`src/rtl/shift_pkg.sv`:
```
// Shared constants for the universal shift register.
// Contents: operation codes on the mode input, bit-cell mux selects and the
// burst sequencer's state encoding.
package shift_pkg;

  // Operation codes on the mode input
  localparam logic [2:0] MODE_HOLD = 3'b000;
  localparam logic [2:0] MODE_SHR  = 3'b001;
  localparam logic [2:0] MODE_SHL  = 3'b010;
  localparam logic [2:0] MODE_ROR  = 3'b011;
  localparam logic [2:0] MODE_ROL  = 3'b100;
  localparam logic [2:0] MODE_LOAD = 3'b101;
  localparam logic [2:0] MODE_CLR  = 3'b110;
  localparam logic [2:0] MODE_RSVD = 3'b111;

  // Bit-cell next-value select. "left" is the more-significant neighbour
  // (used by right shifts), "right" the less-significant one.
  localparam logic [1:0] SEL_HOLD  = 2'd0;
  localparam logic [1:0] SEL_LEFT  = 2'd1;
  localparam logic [1:0] SEL_RIGHT = 2'd2;
  localparam logic [1:0] SEL_LOAD  = 2'd3;

  typedef enum logic [1:0] {
    StIdle,
    StShift,
    StDone
  } state_e;

endpackage

```
`src/rtl/usr_bit_cell.sv`:
```
// One bit of the universal shift register: a 4:1 next-value mux feeding an
// asynchronously reset flop, plus a registered complement.
// Ports:
//   clk, rst  clock (rising edge) and async active-high reset
//   sel       next-value select (hold / left nbr / right nbr / load)
//   left_in   value of the more-significant neighbour (or serial/rotate in)
//   right_in  value of the less-significant neighbour (or serial/rotate in)
//   load_in   parallel load value
//   q, q_bar  stored bit and its registered complement
module usr_bit_cell
  import shift_pkg::*;
#(
  parameter logic RST_BIT = 1'b0
) (
  input  logic       clk,
  input  logic       rst,
  input  logic [1:0] sel,
  input  logic       left_in,
  input  logic       right_in,
  input  logic       load_in,
  output logic       q,
  output logic       q_bar
);

  logic nxt;

  always_comb begin
    nxt = q;
    unique case (sel)
      SEL_HOLD:  nxt = q;
      SEL_LEFT:  nxt = left_in;
      SEL_RIGHT: nxt = right_in;
      SEL_LOAD:  nxt = load_in;
      default:   nxt = q;
    endcase
  end

  // q_bar is its own flop fed from ~nxt so it switches on the same edge as q.
  always_ff @(posedge clk or posedge rst) begin
    if (rst) begin
      q     <= RST_BIT;
      q_bar <= ~RST_BIT;
    end else begin
      q     <= nxt;
      q_bar <= ~nxt;
    end
  end

endmodule

```
`src/rtl/univ_shift_reg.sv`:
```
// Universal register: WIDTH bits with hold / shift / rotate / load / clear per
// cycle, plus a burst sequencer that shifts right N times after a start pulse.
// Ports:
//   clk, rst        clock (rising edge), async active-high reset
//   en, mode        single-step operation enable and select (ignored while busy)
//   d               parallel load data
//   sin_l, sin_r    serial inputs at MSB (right shifts) and LSB (left shift)
//   start, nshift   burst request and length, sampled only when idle
//   q, q_bar        register contents and registered complement
//   sout_r, sout_l  q[0] and q[WIDTH-1]
//   busy, done      burst in progress; one-cycle pulse after the last shift
module univ_shift_reg
  import shift_pkg::*;
#(
  parameter int unsigned           WIDTH   = 8,
  parameter logic [WIDTH-1:0]      RST_VAL = '0,
  parameter int unsigned           CNT_W   = $clog2(WIDTH + 1)
) (
  input  logic             clk,
  input  logic             rst,
  input  logic             en,
  input  logic [2:0]       mode,
  input  logic [WIDTH-1:0] d,
  input  logic             sin_l,
  input  logic             sin_r,
  input  logic             start,
  input  logic [CNT_W-1:0] nshift,
  output logic [WIDTH-1:0] q,
  output logic [WIDTH-1:0] q_bar,
  output logic             sout_r,
  output logic             sout_l,
  output logic             busy,
  output logic             done
);

  state_e           state_q, state_d;
  logic [CNT_W-1:0] cnt_q, cnt_d;
  logic [CNT_W-1:0] cnt_start;

  // Decoded single-step operation (applied only when the FSM allows it)
  logic [1:0] op_sel;
  logic       op_msb, op_lsb, op_clr;

  // Final controls shared by all bit cells
  logic [1:0]       sel;
  logic             msb_in, lsb_in, clr;
  logic [WIDTH-1:0] load_val;

  assign cnt_start = (nshift > CNT_W'(WIDTH)) ? CNT_W'(WIDTH) : nshift;

  always_comb begin
    op_sel = SEL_HOLD;
    op_msb = sin_l;
    op_lsb = sin_r;
    op_clr = 1'b0;
    unique case (mode)
      MODE_SHR:  op_sel = SEL_LEFT;
      MODE_SHL:  op_sel = SEL_RIGHT;
      MODE_ROR: begin
        op_sel = SEL_LEFT;
        op_msb = q[0];
      end
      MODE_ROL: begin
        op_sel = SEL_RIGHT;
        op_lsb = q[WIDTH-1];
      end
      MODE_LOAD: op_sel = SEL_LOAD;
      MODE_CLR: begin
        op_sel = SEL_LOAD;
        op_clr = 1'b1;
      end
      default:   op_sel = SEL_HOLD;  // MODE_HOLD and MODE_RSVD
    endcase
  end

  always_comb begin
    state_d = state_q;
    cnt_d   = cnt_q;
    sel     = SEL_HOLD;
    msb_in  = sin_l;
    lsb_in  = sin_r;
    clr     = 1'b0;
    unique case (state_q)
      StIdle: begin
        // start wins over any single-step op requested in the same cycle
        if (start) begin
          cnt_d   = cnt_start;
          state_d = (cnt_start == '0) ? StDone : StShift;
        end else if (en) begin
          sel    = op_sel;
          msb_in = op_msb;
          lsb_in = op_lsb;
          clr    = op_clr;
        end
      end
      StShift: begin
        sel    = SEL_LEFT;
        msb_in = sin_l;
        cnt_d  = cnt_q - CNT_W'(1);
        if (cnt_q == CNT_W'(1)) begin
          state_d = StDone;
        end
      end
      StDone: begin
        // Single-step ops are honoured here; start is not
        state_d = StIdle;
        if (en) begin
          sel    = op_sel;
          msb_in = op_msb;
          lsb_in = op_lsb;
          clr    = op_clr;
        end
      end
      default: state_d = StIdle;
    endcase
  end

  always_ff @(posedge clk or posedge rst) begin
    if (rst) begin
      state_q <= StIdle;
      cnt_q   <= '0;
    end else begin
      state_q <= state_d;
      cnt_q   <= cnt_d;
    end
  end

  assign load_val = clr ? '0 : d;

  for (genvar i = 0; i < WIDTH; i++) begin : g_bit
    logic left_in, right_in;

    if (i == WIDTH - 1) begin : g_msb
      assign left_in = msb_in;
    end else begin : g_mid_l
      assign left_in = q[i+1];
    end

    if (i == 0) begin : g_lsb
      assign right_in = lsb_in;
    end else begin : g_mid_r
      assign right_in = q[i-1];
    end

    usr_bit_cell #(
      .RST_BIT (RST_VAL[i])
    ) u_cell (
      .clk      (clk),
      .rst      (rst),
      .sel      (sel),
      .left_in  (left_in),
      .right_in (right_in),
      .load_in  (load_val[i]),
      .q        (q[i]),
      .q_bar    (q_bar[i])
    );
  end

  assign sout_r = q[0];
  assign sout_l = q[WIDTH-1];
  assign busy   = (state_q == StShift);
  assign done   = (state_q == StDone);

endmodule

```
`config.mk`:
```
export PLATFORM = sky130hd
export DESIGN_NAME = univ_shift_reg
export DESIGN_NICKNAME = d
export VERILOG_FILES = /design/src/rtl/shift_pkg.sv /design/src/rtl/usr_bit_cell.sv /design/src/rtl/univ_shift_reg.sv
export SDC_FILE = /design/constraint.sdc
export NUM_CORES = 1
export LEC_CHECK = 0
export ABC_AREA = 1
export BUFFER_PORTS_ARGS = -buffer_cell sky130_fd_sc_hd__buf_4
export CORE_MARGIN = 8
export CORE_UTILIZATION = 40
export CTS_CLUSTER_DIAMETER = 40
export DETAILED_ROUTE_END_ITERATION = 6
export PLACE_DENSITY = 0.66
export SETUP_SLACK_MARGIN = 0.15
export SKIP_LAST_GASP = 1
export SLEW_MARGIN = 20
export SYNTH_ARGS = -nofsm -noshare
export SYNTH_HDL_FRONTEND = slang
export SYNTH_SLANG_ARGS = --single-unit
```
`constraint.sdc`:
```
create_clock -name clk -period 1.7 [get_ports clk]
set_clock_uncertainty 0.15 [all_clocks]
set_input_delay 0.255 -clock clk [delete_from_list [all_inputs] [get_ports clk]]
set_output_delay 0.255 -clock clk [all_outputs]
set_load 0.02 [all_outputs]
```
==> results of run 1 <==
[how the worst max path moves through the flow]
stage                          start                     to  slack (ps)  cells past startpoint
after global routing      state_q[0]  g_bit[3].u_cell.q_bar          10                      8
after floorplan           state_q[0]              flip-flop         210                      9
final                     state_q[0]              flip-flop          90                      8
after global placement    state_q[1]              flip-flop          20                      8
after detailed placement  state_q[1]              flip-flop         -10                      8
after CTS                 state_q[0]  g_bit[2].u_cell.q_bar         130                      8
[layer usage]
metal,track usage,vias to the layer above
met5,0,-
met4,0.0426,0
met3,0.0327,7
met2,0.233,36
met1,0.137,716
li1,-,756
[what timing repair did]
item,CTS,global route
gates cloned,2,1
hold endpoints to repair,14,0
setup endpoints to repair,19,19
gates resized for setup,13,20
hold buffers,1,0
pin swaps,6,5
setup buffers,6,3
[synth_stat cells, drive strengths merged]
master,instances
nand4,17
ha,2
xor2,1
a31o,1
nand3,19
inv,29
o31ai,2
a21oi,5
o21bai,1
o22ai,1
a211oi,1
a31oi,1
buf,20
dfrtp,14
nor2,22
dfstp,8
or2,3
o21ai,8
nand2,53
nand3b,1
[report_power, final]
part	leakage [nW]	switching (W)	internal (W)
Clock	0.0357	0.000184	0.000315
Sequential	0.248	0.000244	0.000857
Combinational	0.827	0.00136	0.000982
Total	1.11	0.00179	0.00215
[cells by family after synthesis]
group	Yosys count	synth area share
AO/OA/AOI/OAI	20	0.0739
XOR/XNOR	1	0.00557
adder cells (fa/ha/maj)	2	0.0159
buffers and inverters	49	0.173
flip-flops	22	0.356
AND/OR/NAND/NOR	115	0.375
[stage by stage]
step                TNS [ps]  worst slack (ps)
detailed placement     -10.7             -10.7
CTS                        0               128
finish                     0              92.2
global route               0              9.71
global placement           0              23.7
floorplan                  0               214
[critical path: cells and delay by family, from the launching register on]
kind	cells	cell delay (ps)
and+or+nand+nor	5	520
DFF	1	470
buffers and inverters	2	280
AOI/OAI and AO/OA	1	120
[final cells by class]
type	instances	area share
Clock buffer	3	0.0194
Tap cell	50	0.0294
Timing Repair Buffer	56	0.214
Multi-Input combinational cell	140	0.406
Inverter	29	0.0523
Sequential cell	22	0.264
Clock inverter	1	0.0141
==> summary.txt, run 1 <==
Run status
  • Run status: complete, no violations

Clock network
  • Clock-pin slew reported for the worst setup and hold paths after clock tree synthesis: 80 ps
  • H-tree depth reported by CTS: 1
  • Total CTS buffers: 3
  • Longest Clk Path Bufs: 2
  • Insertion delay to the later sink of the worst-skew pair: 270 ps
  • Total number of clock tree sinks: 22
  • Buffer type at the clock tree root: clkbuf_8
  • Clock tree from TritonCTS: built

Timing
  • Slew headroom: 0.811
  • Setup violation total in the final timing report: 0
  • Count of endpoints failing hold in the final timing report: 0
  • Fmax: 622 MHz
  • Unrepaired setup endpoints after global routing: true
  • Worst-case hold slack: 96.5 ps
  • Shortest clock period the worst path allows after layout: 1610 ps
  • Count of pins over their slew limit: 0
  • Final worst path period share: 0.946
  • Transition at the pin with the smallest max-transition slack: 283 ps

Detailed routing
  • Count of antenna-violating nets left after detailed routing: 0
  • DRC viols: 0
  • First-pass iteration count of the detailed router: 4
  • Wl on met1: 1640 um
  • Count of vias placed by the detailed router: 1515
  • Iter 0 DRT Violations: 82
  • Met3 Wirelength: 205 um
  • Met2 wirelength from detailed routing: 2110 um
  • Wire length per cell after detailed routing: 13.4 um
  • Highest Signal Layer: met4
  • Mean number of vias per cell: 5.03
  • Routed wire length: 4030 um

Hold path
  • Class of the tightest hold or removal check: input pin to flip-flop
  • Hold Path Sink: state_q[0]
  • Worst hold path depth: 2
  • Worst Hold Launch: start

Cells and area
  • Area of combinational cells with multiple inputs: 866 um2
  • Fraction of layout instances using a drive strength above 1: 0.418
  • Layout fillers: 362
  • Number of cells in the finished layout apart from fillers: 301
  • Final design area excluding fillers: 2130 um2
  • Final core utilization: 0.548
  • Inserted Diodes: 0
  • Most common cell after layout, fill and taps aside: buf_4
  • P&R area growth vs syn: 35.4%
  • Area occupied by registers: 563 um2
  • Net total in the final layout: 275
  • Leading cell types in the layout, fill and taps excluded: buf_4, nand2_1, inv_1

Worst setup path
  • Cell breakdown of the critical path: inv_4, nand2_4, nor2_8, nand3_4, buf_4, nand3_4, nor2_1, a21oi_1
  • Maximum single-stage delay on the critical path: 470 ps
  • Largest driver fanout on the critical path: 7
  • Cells on worst reg2reg path: 8
  • CP Launch Type: flip-flop
  • Worst-path cell with the longest stage delay: dfrtp_2
  • Slack of the worst reg-to-reg path: 90 ps
  • CP Capture Type: flip-flop
  • Setup CP Type: flip-flop to flip-flop
  • Critical R2R Launch: state_q[0]
  • Top cell by count, worst path: nand3_4
  • Crit path arrival time: 1660 ps
  • Critical Path RT: 1750 ps

Pwr
  • Power, Total: 0.00394 W
  • Power Density: 1850 nW/um2
  • Leakage power summed over all cells: 1.11 nW
  • VDD IR-drop max: 0.847 mV

Synthesis
  • Proportion of netlist area held by the largest area contributor: 0.223
  • Post-synthesis instance area: 1570 um2
  • Number of distinct library cell variants in the gate-level netlist after synthesis: 32
  • Cells taking the most area after synthesis: dfrtp_1, dfstp_2, nand2_1
  • Area leader, netlist: dfrtp_1
  • Mapped Avg Cell Area: 7.53 um2
  • Post-synthesis cell count: 209
  • Seq/Total Area, Yosys: 0.356
  • Synth Warn #: 0
  • Number of nets produced by synthesis: 232
  • Yosys reg bits: 22

GRT
  • Largest net degree at the start of global routing: 23
  • Combined global-route utilization of all metal layers: 0.126
  • Via count of the first global-routing pass: 1511
  • Initial antenna violation count: 0
  • Global-route wire length before repair: 6490 um
  • Congestion Overflow GR: 0

Placement
  • Post-Place Cells: 284
  • Hpwl dp: 2800 um
  • Placed cell areas: 1830 um2
  • Buffers on Ports: 40
  • Final weighted congestion of routability-driven global placement: 0.836

Floorplanning
  • Die ar.: 6200 um2
  • I/O pin count: 41
  • Initial Util: 0.405
  • Vertical extent of the die: 78.7 um
  • Area of the core region: 3880 um2
  • Die boundary width: 78.7 um
  • # rows: 23

Run
  • Max-Cap Viols: 0
No activity file was read; power rests on OpenSTA's default activity.
==> run 2: changes to the inputs <==
--- a/config.mk
+++ b/config.mk
@@ -17,4 +17,5 @@
 export SLEW_MARGIN = 20
 export SYNTH_ARGS = -nofsm -noshare
 export SYNTH_HDL_FRONTEND = slang
+export SYNTH_HIERARCHICAL = 1
 export SYNTH_SLANG_ARGS = --single-unit
==> run 2 against run 1 <==
Against the previous run: register-to-register slack worse by 90 ps; synthesized cell count rose by 19%; sequential power down 11%; synthesized area shrank 1.7%; core utilization rose by 4.4 points; combinational power shrank 3%; clock power decreased by 26%; final cell count is 16% higher; clock-buffer cell count is 1 higher; largest power group unchanged.
==> summary.txt, run 2 <==
Synthesis
  • Cells taking the most area after synthesis: dfrtp_1, inv_1, nand2_1
  • Synth Warn #: 6 (+6)
  • Prevailing post-synth register cell: dfrtp_1
  • Yosys reg bits: 22 (unchanged)
  • Most instantiated library cell after synthesis: inv_1
  • Commonest cells post-synth: inv_1, nand2_1, nand3_1
  • Area leader, netlist: dfrtp_1
  • Proportion of netlist area held by the largest area contributor: 0.227 (+0.00396)
  • Number of nets produced by synthesis: 272 (+17%)
  • Seq/Total Area, Yosys: 0.362 (+0.00634)
  • EDFF count, synth: 0 (unchanged)
  • Post-synthesis cell count: 249 (+19%)
  • Share of flip-flops with an asynchronous set or reset: 1.00 (unchanged)
  • Post-synthesis instance area: 1550 um2 (-1.7%)
  • Mapped Avg Cell Area: 6.21 um2 (-18%)
  • Number of distinct library cell variants in the gate-level netlist after synthesis: 17 (-47%)

GRT
  • Congestion Overflow GR: 0 (unchanged)
  • Initial antenna violation count: 0 (unchanged)
  • Global-route wire length before repair: 6200 um (-4.4%)
  • Combined global-route utilization of all metal layers: 0.120 (-0.00684)
  • Largest net degree at the start of global routing: 33 (+43%)
  • Via count of the first global-routing pass: 1425 (-5.7%)

Clock network
  • Clock-pin slew reported for the worst setup and hold paths after clock tree synthesis: 80 ps (about the same)
  • Total number of clock tree sinks: 22 (unchanged)
  • Longest Clk Path Bufs: 2 (unchanged)
  • Clock tree from TritonCTS: built
  • Buffer type at the clock tree root: clkbuf_8
  • Total CTS buffers: 3 (unchanged)
  • Insertion delay to the later sink of the worst-skew pair: 260 ps (about the same)
  • H-tree depth reported by CTS: 1 (unchanged)

Timing
  • Setup violation total in the final timing report: 0 (unchanged)
  • Transition at the pin with the smallest max-transition slack: 417 ps (+134 ps)
  • Count of endpoints failing hold in the final timing report: 0 (unchanged)
  • Shortest clock period the worst path allows after layout: 1690 ps (+85.5 ps)
  • Count of pins over their slew limit: 0 (unchanged)
  • Final worst path period share: 0.996 (+0.0503)
  • Slew headroom: 0.719 (-0.0923)
  • Unrepaired setup endpoints after global routing: true
  • Fmax: 591 MHz (-5.1%)

Pwr
  • Clock network power share: 0.102 (-0.025)
  • Power Density: 1660 nW/um2 (-10%)
  • Cell-internal power: 0.00200 W (-7.2%)
  • Proportion of power drawn by flip-flops and latches: 0.270 (-0.009)
  • Sw Pwr: 0.00162 W (-9.4%)
  • Power, Total: 0.00362 W (-8.2%)
  • Combinational group share of total power: 0.627 (+0.033)
  • VDD IR-drop max: 0.768 mV (-9.3%)
  • Leakage power summed over all cells: 1.24 nW (+12%)
  • Switch share: 0.447 (-0.00604)

Cells and area
  • P&R area growth vs syn: 41.3%
  • Net total in the final layout: 324 (+18%)
  • Number of cells in the finished layout apart from fillers: 348 (+16%)
  • Layout fillers: 377 (+4.1%)
  • Most common cell after layout, fill and taps aside: inv_1
  • Inserted Diodes: 0 (unchanged)
  • Fraction of layout instances using a drive strength above 1: 0.297 (-0.122)
  • Leading cell types in the layout, fill and taps excluded: inv_1, nand2_1, buf_4

Worst setup path
  • Critical Path RT: 1750 ps (about the same)
  • CP Capture Type: flip-flop
  • Cells on worst reg2reg path: 10 (+2)
  • Largest driver fanout on the critical path: 16 (+9)
  • Crit path arrival time: 1750 ps (+90 ps)
  • Setup CP Type: flip-flop to flip-flop
  • Critical R2R Launch: state_q[0]
  • Slack of the worst reg-to-reg path: 7 ps (-90 ps)
  • CP Launch Type: flip-flop

Floorplanning
  • # rows: 22 (-4.3%)
  • I/O pin count: 41 (unchanged)
  • Vertical extent of the die: 78.2 um (-0.70%)
  • Die ar.: 6110 um2 (-1.4%)
  • Initial Util: 0.419 (+0.0141)
  • Area of the core region: 3690 um2 (-5.1%)
  • Die boundary width: 78.2 um (-0.70%)

Placement
  • Hpwl dp: 2790 um (-0.32%)
  • Buffers on Ports: 40 (unchanged)
  • Final weighted congestion of routability-driven global placement: 0.906 (+8.4%)
  • Post-Place Cells: 337 (+19%)

Detailed routing
  • Mean number of vias per cell: 4.60 (-8.6%)
  • Routed wire length: 3960 um (-1.6%)
  • Wire length per cell after detailed routing: 11.4 um (-15%)
  • Count of vias placed by the detailed router: 1601 (+5.7%)
  • First-pass iteration count of the detailed router: 4 (unchanged)
  • DRC viols: 0 (unchanged)
  • Iter 0 DRT Violations: 123 (+50%)
  • Count of antenna-violating nets left after detailed routing: 0 (unchanged)

Run status
  • Run status: complete, no violations

Run
  • Max-Cap Viols: 0 (unchanged)

Hold path
  • Worst hold path depth: 3 (+1)
  • Class of the tightest hold or removal check: input pin to flip-flop
  • Worst Hold Launch: nshift[3]
  • Hold Path Sink: state_q[0]
-- run 2: changes by cell type after synthesis, moves of 9 or more --
| cell | before | now |
|---|---|---|
| buf_4 | 17 | 8 |
| inv_1 | 27 | 72 |
| nand2_1 | 48 | 65 |
| nand3_1 | 17 | 34 |
| nand4_1 | 17 | 1 |
| nor2_1 | 15 | 28 |
-- run 2: cell families (layout without fill, tap and decap cells) --
group / after synthesis / in the layout / share of synthesized area
AO/OA/AOI/OAI: 13 / 13 / 0.0469
buffers and inverters: 80 / 131 / 0.214
AND/OR/NAND/NOR: 131 / 131 / 0.355
flip-flops: 22 / 22 / 0.362
XOR/XNOR: 1 / 1 / 0.00566
adder cells (fa/ha/maj): 2 / 2 / 0.0162
-- run 2: stage by stage --
step                      area (um2)  setup TNS [ps]  setup WS, ps  hold slack [ps]   util
after floorplan                 1570           -2660          -193             -155      -
after global placement          1950               0          83.9             31.2  0.530
after detailed placement        1950               0          80.6             35.7  0.530
after CTS                       2030               0          96.2              203  0.552
after global routing            2190            -488         -87.2              236  0.593
final                           2190               0          6.68              207  0.593
-- run 2: worst max path at each step --
| stage | start | to | slack [ps] |
|---|---|---|---|
| after floorplan | state_q[0] | flip-flop | -190 |
| final | state_q[0] | flip-flop | 7 |
| after CTS | state_q[0] | flip-flop | 100 |
| after detailed placement | state_q[1] | flip-flop | 80 |
| after global routing | state_q[0] | flip-flop | -90 |
| after global placement | state_q[0] | flip-flop | 80 |
-- run 2: power groups by stage --
stage	sequential, W	combinational [W]	clock [W]
2_1_floorplan	0.00107	0.00123	0
3_3_place_gp	0.000980	0.00192	0
3_5_place_dp	0.000978	0.00194	0
4_1_cts	0.000973	0.00199	0.000386
5_1_grt	0.00100	0.00253	0.000407
6_report	0.000978	0.00227	0.000371
-- run 2: layout make-up --
cell class / instances / area, um2 / area share
sequential: 22 / 561 / 0.256
inverter: 72 / 275 / 0.126
clock buffer: 4 / 55.1 / 0.0252
multi-input combinational: 147 / 727 / 0.333
timing repair buffer: 55 / 508 / 0.232
tap: 48 / 60.1 / 0.0275
-- run 2: critical path: stages, from the launching register on --
cell	delay, ps
dfrtp_1	400
o21ai_2	170
buf_6	140
inv_4	40
nor3_4	100
buf_6	150
clkbuf_16	160
nand3_1	110
nand2_1	110
inv_1	50
nand2_1	50
-- run 2: routing by layer --
layer	vias to the layer above	wire [um]	global-route usage
met1	718	1690	0.146
met4	0	53	0.0222
met3	6	242	0.0376
met5	-	0	0
li1	829	-	-
met2	48	1970	0.202
-- run 2: what timing repair did --
item | in CTS | in global routing
hold buffers | 1 | 0
resized for setup | 6 | 21
setup endpoints to repair | 18 | 18
buffers inserted | 0 | 3
pin swaps | 0 | 3
gates cloned | 0 | 3
hold endpoints to repair | 22 | 0
==> run 3: changes to the inputs <==
--- a/config.mk
+++ b/config.mk
@@ -11,6 +11,7 @@
 export CORE_UTILIZATION = 40
 export CTS_CLUSTER_DIAMETER = 40
 export DETAILED_ROUTE_END_ITERATION = 6
+export MAX_ROUTING_LAYER = met4
 export PLACE_DENSITY = 0.66
 export SETUP_SLACK_MARGIN = 0.15
 export SKIP_LAST_GASP = 1
==> run 3 against run 2 <==
Against the previous run: global-route usage rose by 0.35 points; clock power hardly changed; non-clock buffer count is the same; power barely moved.
==> summary.txt, run 3 (synthesis results as in run 2) <==
Cells and area
  • Inserted Diodes: 0 (unchanged)
  • Number of cells in the finished layout apart from fillers: 348 (unchanged)
  • P&R area growth vs syn: 41.3% (unchanged)
  • Layout fillers: 377 (unchanged)
  • Most common cell after layout, fill and taps aside: inv_1
  • Fraction of layout instances using a drive strength above 1: 0.297 (unchanged)
  • Leading cell types in the layout, fill and taps excluded: inv_1, nand2_1, buf_4
  • Net total in the final layout: 324 (unchanged)

Placement
  • Hpwl dp: 2790 um (unchanged)
  • Final weighted congestion of routability-driven global placement: 0.922 (+1.7%)
  • Buffers on Ports: 40 (unchanged)
  • Post-Place Cells: 337 (unchanged)
  • Worst setup slack before clock tree synthesis: 80.6 ps (unchanged)

Run
  • Max-Cap Viols: 0 (unchanged)

Worst setup path
  • CP Capture Type: flip-flop
  • Slack of the worst reg-to-reg path: 8 ps (about the same)
  • Critical R2R Launch: state_q[0]
  • Cells on worst reg2reg path: 10 (unchanged)
  • Critical Path RT: 1750 ps (about the same)
  • Setup CP Type: flip-flop to flip-flop
  • Largest driver fanout on the critical path: 16 (unchanged)
  • Crit path arrival time: 1750 ps (about the same)
  • CP Launch Type: flip-flop

GRT
  • Busiest layer in global routing: met2
  • Initial antenna violation count: 0 (unchanged)
  • Via count of the first global-routing pass: 1425 (unchanged)
  • Global Route met2 Usage: 0.202 (unchanged)
  • Combined global-route utilization of all metal layers: 0.123 (+0.00350)
  • Largest net degree at the start of global routing: 33 (unchanged)
  • Global-route wire length before repair: 6200 um (unchanged)
  • GR Util met1: 0.147 (+0.00135)
  • Congestion Overflow GR: 0 (unchanged)
  • Global routing met3 resource utilization: 0.0353 (-0.00228)

Pwr
  • VDD IR-drop max: 0.766 mV (-0.28%)
  • Power Density: 1650 nW/um2 (about the same)
  • Power, Total: 0.00362 W (about the same)
  • Leakage power summed over all cells: 1.24 nW (unchanged)

Floorplanning
  • Area of the core region: 3690 um2 (unchanged)
  • # rows: 22 (unchanged)
  • I/O pin count: 41 (unchanged)
  • Die boundary width: 78.2 um (unchanged)
  • Initial Util: 0.419 (unchanged)
  • Die ar.: 6110 um2 (unchanged)
  • Vertical extent of the die: 78.2 um (unchanged)

Detailed routing
  • Mean number of vias per cell: 4.60 (about the same)
  • Count of vias placed by the detailed router: 1600 (-0.062%)
  • Iter 0 DRT Violations: 128 (+4.1%)
  • First-pass iteration count of the detailed router: 4 (unchanged)
  • Routed wire length: 3970 um (+0.28%)
  • Count of antenna-violating nets left after detailed routing: 0 (unchanged)
  • Wire length per cell after detailed routing: 11.4 um (+0.28%)
  • DRC viols: 0 (unchanged)

Run status
  • Run status: complete, no violations

Clock network
  • Clock tree from TritonCTS: built
  • Longest Clk Path Bufs: 2 (unchanged)
  • Buffer type at the clock tree root: clkbuf_8
  • Total number of clock tree sinks: 22 (unchanged)
  • H-tree depth reported by CTS: 1 (unchanged)
  • Insertion delay to the later sink of the worst-skew pair: 260 ps (about the same)
  • Total CTS buffers: 3 (unchanged)
  • Clock-pin slew reported for the worst setup and hold paths after clock tree synthesis: 80 ps (about the same)

Hold path
  • Class of the tightest hold or removal check: input pin to flip-flop
  • Hold Path Sink: state_q[0]
  • Worst hold path depth: 3 (unchanged)
  • Worst Hold Launch: nshift[3]

Timing
  • Unrepaired setup endpoints after global routing: true
  • Fmax: 591 MHz (about the same)
  • Count of endpoints failing hold in the final timing report: 0 (unchanged)
  • Transition at the pin with the smallest max-transition slack: 417 ps (-0.00167 ps)
  • Shortest clock period the worst path allows after layout: 1690 ps (-1.11 ps)
  • Final setup slack of the worst path: 7.79 ps (+1.11 ps)
  • Setup violation total in the final timing report: 0 (unchanged)
  • Slew headroom: 0.719 (about the same)
  • Count of pins over their slew limit: 0 (unchanged)
  • Fin Setup TNS: 0 ps (unchanged)
  • Final worst path period share: 0.995 (about the same)
run 3: layout make-up:
cell class | instances | area [um2] | share of cell area
Sequential cell | 22 | 561 | 0.256
Clock buffer | 4 | 55.1 | 0.0252
Timing Repair Buffer | 55 | 508 | 0.232
Multi-Input combinational cell | 147 | 727 | 0.333
Tap cell | 48 | 60.1 | 0.0275
Inverter | 72 | 275 | 0.126
run 3: how the worst max path moves through the flow:
stage	from	endpoint	slack, ps	cells after the start
floorplan	state_q[0]	flip-flop	-190	8
global placement	state_q[0]	flip-flop	80	9
CTS	state_q[0]	flip-flop	100	10
global route	state_q[0]	flip-flop	-90	10
detailed placement	state_q[1]	flip-flop	80	9
finish	state_q[0]	flip-flop	8	10
run 3: through the flow:
stage                     hold slack, ps  cell area, um2   util
final                                207            2190  0.593
after detailed placement            35.7            1950  0.530
after global placement              31.2            1950  0.530
after global routing                 236            2190  0.593
after CTS                            203            2030  0.552
after floorplan                     -155            1570      -
run 3: routing by layer:
metal,routed length [um],vias up
met4,53,0
met1,1710,713
li1,-,830
met5,0,-
met2,1980,51
met3,232,6
run 3: power by group:
part | internal [W] | switching, W
Sequential | 0.000807 | 0.000170
Combinational | 0.000987 | 0.00128
Clock | 0.000206 | 0.000165
Total | 0.00200 | 0.00162
run 3: repair_timing:
action	CTS	global route
endpoints found under the hold margin	22	0
gates resized for setup	6	21
hold buffers	1	0
buffers inserted	0	3
setup endpoints to repair	18	18
pin swaps	0	3
gates cloned	0	3
run 3: worst max-delay path: stages (launching register included):
cell	delay [ps]
dfrtp_1	400
o21ai_2	170
buf_6	140
inv_4	40
nor3_4	100
buf_6	150
clkbuf_16	160
nand3_1	110
nand2_1	110
inv_1	50
nand2_1	50
